**config.mk**
```make
export PLATFORM = sky130hd
export DESIGN_NAME = sdram_port_arbiter
export DESIGN_NICKNAME = d
export VERILOG_FILES = /design/src/rtl/sdram_port_arbiter.sv
export SDC_FILE = /design/constraint.sdc
export NUM_CORES = 1
export LEC_CHECK = 0
export BUFFER_PORTS_ARGS = -buffer_cell sky130_fd_sc_hd__buf_2
export CORE_AREA = 2 2 97 99
export CTS_BUF_LIST = sky130_fd_sc_hd__clkbuf_8
export DETAILED_ROUTE_END_ITERATION = 10
export DIE_AREA = 0 0 99 101
export PLACE_DENSITY_LB_ADDON = 0.3
export RECOVER_POWER = 50
export SLEW_MARGIN = 25
export SYNTH_ARGS = -nofsm -noshare
export SYNTH_HDL_FRONTEND = slang
export SYNTH_SLANG_ARGS = --single-unit
```
**constraint.sdc**
```tcl
create_clock -name clk -period 5.8 [get_ports clk]
set_clock_uncertainty 0.15 [all_clocks]
set_input_delay 0.29 -clock clk [delete_from_list [all_inputs] [get_ports clk]]
set_output_delay 0.29 -clock clk [all_outputs]
set_load 0.01 [all_outputs]
```
**src/rtl/sdram_port_arbiter.sv**
```systemverilog
// Shares one edge-triggered SDRAM controller port among NUM_PORTS level req/ack requesters.
// Define SDRAM_ARB_PORT0_PRIO_EN to give port 0 absolute priority; otherwise pure round-robin.
module sdram_port_arbiter #(
  parameter int NUM_PORTS      = 3,
  parameter int TIMEOUT_CYCLES = 255
) (
  input  logic                    clk,
  input  logic                    reset_n,
  input  logic [NUM_PORTS-1:0]    req,
  input  logic [NUM_PORTS-1:0]    req_we,
  input  logic [NUM_PORTS*25-1:0] req_addr,
  input  logic [NUM_PORTS*16-1:0] req_wdata,
  input  logic [NUM_PORTS*2-1:0]  req_wtbt,
  output logic [NUM_PORTS-1:0]    ack,
  output logic                    err,
  output logic [15:0]             rdata,
  output logic [NUM_PORTS-1:0]    grant,
  output logic [24:0]             mem_addr,
  output logic [15:0]             mem_din,
  output logic [1:0]              mem_wtbt,
  output logic                    mem_rd,
  output logic                    mem_we,
  input  logic [15:0]             mem_dout,
  input  logic                    mem_ready
);

  localparam int              PW        = (NUM_PORTS > 1) ? $clog2(NUM_PORTS) : 1;
  localparam int              CW        = $clog2(TIMEOUT_CYCLES + 1);
  localparam logic [PW:0]     NP_W      = (PW+1)'(NUM_PORTS);
  localparam logic [CW-1:0]   TO_W      = CW'(TIMEOUT_CYCLES);
  localparam logic [PW-1:0]   LAST_PORT = PW'(NUM_PORTS - 1);

  typedef enum logic [1:0] {S_IDLE, S_GUARD, S_WAIT, S_RELEASE} state_t;

  state_t                 state_reg, state_next;
  logic [PW-1:0]          rr_ptr_reg, rr_ptr_next;
  logic [CW-1:0]          count_reg, count_next;
  logic [NUM_PORTS-1:0]   grant_reg, grant_next;
  logic [NUM_PORTS-1:0]   ack_reg, ack_next;
  logic                   err_reg, err_next;
  logic [15:0]            rdata_reg, rdata_next;
  logic [24:0]            mem_addr_reg, mem_addr_next;
  logic [15:0]            mem_din_reg, mem_din_next;
  logic [1:0]             mem_wtbt_reg, mem_wtbt_next;
  logic                   mem_rd_reg, mem_rd_next;
  logic                   mem_we_reg, mem_we_next;

  logic [24:0] port_addr  [NUM_PORTS];
  logic [15:0] port_wdata [NUM_PORTS];
  logic [1:0]  port_wtbt  [NUM_PORTS];

  genvar gi;
  generate
    for (gi = 0; gi < NUM_PORTS; gi++) begin : g_port
      assign port_addr[gi]  = req_addr[25*gi +: 25];
      assign port_wdata[gi] = req_wdata[16*gi +: 16];
      assign port_wtbt[gi]  = req_wtbt[2*gi +: 2];
    end
  endgenerate

  // Scan from the farthest candidate down so the nearest requester after rr_ptr wins last.
  logic [PW-1:0] pick_idx;
  logic          pick_valid;
  logic          pick_rr;
  logic [PW:0]   scan_sum;

  always_comb begin
    pick_idx   = rr_ptr_reg;
    pick_valid = 1'b0;
    pick_rr    = 1'b1;
    scan_sum   = '0;
    for (int k = NUM_PORTS; k >= 1; k--) begin
      scan_sum = {1'b0, rr_ptr_reg} + (PW+1)'(k);
      if (scan_sum >= NP_W) scan_sum = scan_sum - NP_W;
      if (req[scan_sum[PW-1:0]]) begin
        pick_idx   = scan_sum[PW-1:0];
        pick_valid = 1'b1;
      end
    end
`ifdef SDRAM_ARB_PORT0_PRIO_EN
    if (req[0]) begin
      pick_idx   = '0;
      pick_valid = 1'b1;
      pick_rr    = 1'b0;
    end
`endif
  end

  always_comb begin
    state_next    = state_reg;
    rr_ptr_next   = rr_ptr_reg;
    count_next    = count_reg;
    grant_next    = grant_reg;
    ack_next      = '0;
    err_next      = 1'b0;
    rdata_next    = rdata_reg;
    mem_addr_next = mem_addr_reg;
    mem_din_next  = mem_din_reg;
    mem_wtbt_next = mem_wtbt_reg;
    mem_rd_next   = mem_rd_reg;
    mem_we_next   = mem_we_reg;
    case (state_reg)
      S_IDLE: begin
        if (mem_ready && pick_valid) begin
          grant_next           = '0;
          grant_next[pick_idx] = 1'b1;
          mem_addr_next        = port_addr[pick_idx];
          mem_din_next         = port_wdata[pick_idx];
          mem_wtbt_next        = port_wtbt[pick_idx];
          mem_we_next          = req_we[pick_idx];
          mem_rd_next          = ~req_we[pick_idx];
          if (pick_rr) rr_ptr_next = pick_idx;
          state_next           = S_GUARD;
        end
      end
      // Controller sees the rd/we edge this cycle; its ready is still stale.
      S_GUARD: state_next = S_WAIT;
      S_WAIT: begin
        count_next = count_reg + 1'b1;
        if (mem_ready || count_next == TO_W) begin
          ack_next    = grant_reg;
          err_next    = ~mem_ready;
          if (mem_ready && mem_rd_reg) rdata_next = mem_dout;
          mem_rd_next = 1'b0;
          mem_we_next = 1'b0;
          state_next  = S_RELEASE;
        end
      end
      S_RELEASE: begin
        grant_next = '0;
        count_next = '0;
        state_next = S_IDLE;
      end
      default: state_next = S_IDLE;
    endcase
  end

  always_ff @(posedge clk or negedge reset_n) begin
    if (!reset_n) begin
      state_reg    <= S_IDLE;
      rr_ptr_reg   <= LAST_PORT;
      count_reg    <= '0;
      grant_reg    <= '0;
      ack_reg      <= '0;
      err_reg      <= 1'b0;
      rdata_reg    <= '0;
      mem_addr_reg <= '0;
      mem_din_reg  <= '0;
      mem_wtbt_reg <= '0;
      mem_rd_reg   <= 1'b0;
      mem_we_reg   <= 1'b0;
    end else begin
      state_reg    <= state_next;
      rr_ptr_reg   <= rr_ptr_next;
      count_reg    <= count_next;
      grant_reg    <= grant_next;
      ack_reg      <= ack_next;
      err_reg      <= err_next;
      rdata_reg    <= rdata_next;
      mem_addr_reg <= mem_addr_next;
      mem_din_reg  <= mem_din_next;
      mem_wtbt_reg <= mem_wtbt_next;
      mem_rd_reg   <= mem_rd_next;
      mem_we_reg   <= mem_we_next;
    end
  end

  assign ack      = ack_reg;
  assign err      = err_reg;
  assign rdata    = rdata_reg;
  assign grant    = grant_reg;
  assign mem_addr = mem_addr_reg;
  assign mem_din  = mem_din_reg;
  assign mem_wtbt = mem_wtbt_reg;
  assign mem_rd   = mem_rd_reg;
  assign mem_we   = mem_we_reg;

endmodule

```
==> results.ini <==
[clocking]
postCtsSetupRepairBufs=0
clk-insertion-delay-late_ps=360
path_clk_slew_ps=90
cts_tree=yes
cts.sinks=80
cts-root-buf=clkbuf_8
cts.path.max_buffers=2
cts_made_buffers=9
h-tree-depth=3

[power_and_ir_drop]
switching_share=0.470
power_density_nw_per_um2=572
combPwrFrac=0.586
p_leak_nw=2.90
pwr-share-clk=0.133
p_int_mw=1.80
switchingPower_mw=1.59
ir_drop_v=0.000334
p_total_mw=3.38
seqPwrFrac=0.281

[timing]
fmax_ghz=0.286
post-route-period-util=0.602
rsz0062_at_grt=no
period_minus_slack_ps=3490
worst_pin_slew_ps=1030
setup_tns_ps=0
holdWs_ps=6.66
hold_viol=0
setup-violations-final=0
maxSlewViolCount=0
slew-limit-headroom=0.313

[critical_path]
path_cells=inv_1 -> ha_1 -> a21boi_1 -> o22ai_1 -> a2bb2oi_4 -> nor2_1 -> a221o_1 -> o31ai_1
crit-reg2reg-launch=rr_ptr_reg[1]
critPathLaunch=rr_ptr_reg[1]
reg2reg_depth=8
rrSetupSlack_ps=2310
path_delay_family=compound AO/OA/AOI/OAI gates
r2r-end=mem_rd
crit_arrival_ps=3600
path_class=reg2reg
critPathLaunchType=flop
slowest_delay_ps=810
cp_slowest_cell=a2bb2oi_4
end_kind=flop
worst-path-buf-inv=1
crit_fanout=45
worst_ep_required_time_ps=5910

[die]
io_pins=222
rows=35
start_util=0.500
dieArea_sq_um=10000
die_h_microns=101
die-width_microns=99
core_area_sq_um=8980

[hold_path]
hold_depth=2
hold_path.class=in2reg
min_to=rdata[6]
holdCritStartpoint=mem_dout[6]

[yosys]
ys_top_cells_by_area=dfrtp_1 (44%), a21oi_1 (9.7%), a21o_1 (7.2%), o21ai_0 (5.7%), nand3_1 (5.1%)
syn_inst=509
ys.flop_type=dfrtp_1
syn_nets=672
async_reset_ff_frac=1.00
synth.most_common_cell=a21oi_1
yosys_warnings=0
syn_area_per_cell_sq_um=8.81
synth_common_cells=a21oi_1 (87), dfrtp_1 (79), nor2_1 (61), o21ai_0 (51), nand3_1 (46)
synth_edf_count=0
yosys.cell_types.count=49
ys_seq_area_frac=0.447
ys_ff_latch=80
synth_top_cell_by_area=dfrtp_1
syn_area_sq_um=4490
yosysTopAreaCellShare=0.441

[routing]
dr.pass1.iters=5
viasPerCell=5.67
wl_microns=14200
dr_total_vias=4726
wl_per_cell_microns=17.0
drt_iter0_markers=285
drc=0
postRouteAntennaNets=0

[cells_and_area]
largest_reg_flops=25
nets=881
fin_cells=833
antenna_cells=0
areaGrowthSynthToFinish_pct=31.9
drive_above_1_share=0.324

[global_routing]
grt_pass1_wl_microns=22300
grt_max_degree=81
grt_usage=0.280
antenna_found_initial=0
overflow=0
grt_pass1_vias=4658

[placed_design]
gp_congestion=0.925
port_buffers=221
place_inst=809
dp_hpwl_microns=9730

[run]
maxCapViolations=0

[outcome]
outcome=complete, no violations

[worst max path at each step]
stage	slack (ps)	cells past startpoint	end
2_1_floorplan	3260	8	mem_we
3_3_place_gp	2510	8	mem_we
3_5_place_dp	2360	8	mem_rd
4_1_cts	2330	8	mem_rd
5_1_grt	2080	8	mem_rd
6_report	2310	8	mem_rd
[area by class of cell]
cell class / instances / area, sq um
Clock inverter: 6 / 85.1
Tap cell: 111 / 139
Inverter: 10 / 37.5
Multi-Input combinational cell: 381 / 2310
Fill cell: 766 / 3060
Clock buffer: 9 / 124
Sequential cell: 80 / 2000
Timing Repair Buffer: 236 / 1210
[kinds of logic (layout without fill, tap and decap cells)]
kind of cell	after synthesis	after routing	share of synthesized area
AO/OA/AOI/OAI	211	211	0.286
AND/OR/NAND/NOR	136	136	0.140
flip-flops	80	80	0.447
buffers and inverters	48	261	0.0432
multiplexers	19	19	0.0474
adder cells (fa/ha/maj)	9	9	0.0251
XOR/XNOR	6	6	0.0117
[per-stage QoR]
stage,instance area [sq um],utilization,setup WS (ps)
floorplan,4490,-,3260
global placement,5650,0.629,2510
detailed placement,5650,0.629,2360
CTS,5940,0.661,2330
global route,5920,0.659,2080
finish,5920,0.659,2310
[layer usage]
layer  vias to the layer above  GRT usage  wire [microns]
met2                       226      0.489            7080
met4                         0      0.116             312
li1                       2222          -               -
met3                        26     0.0520            1100
met1                      2252      0.341            5670
met5                         -          0               0
[power by group through the flow]
stage	clock [mW]	sequential, mW	combinational [mW]
4_1_cts	0.459	0.944	2.00
5_1_grt	0.480	0.977	2.19
3_3_place_gp	0	0.938	1.94
3_5_place_dp	0	0.948	1.99
6_report	0.450	0.950	1.98
2_1_floorplan	0	1.04	1.26
[cell usage in the layout (no fill, tap or decap), types with 3 or more instances in the layout]
cell type / synthesis / final
ha_1: 9 / 9
inv_1: 10 / 11
mux2_2: 18 / 18
nor2_1: 61 / 61
dlygate4sd3_1: 0 / 8
clkbuf_1: 27 / 34
o21ai_0: 51 / 51
a21o_1: 43 / 43
clkbuf_8: 0 / 9
o21ai_1: 6 / 6
buf_4: 0 / 6
nand3_1: 46 / 46
dfrtp_1: 79 / 79
nor2b_1: 5 / 5
a21oi_1: 87 / 87
nand2_1: 9 / 9
xor2_1: 4 / 4
a32o_1: 3 / 3
buf_2: 11 / 186
[what timing repair did]
| action | in CTS | in global routing |
|---|---|---|
| hold endpoints to repair | 61 | 0 |
| hold buffers | 8 | 0 |
| gates resized for setup | 0 | 0 |
No activity file was read; power rests on OpenSTA's default activity.
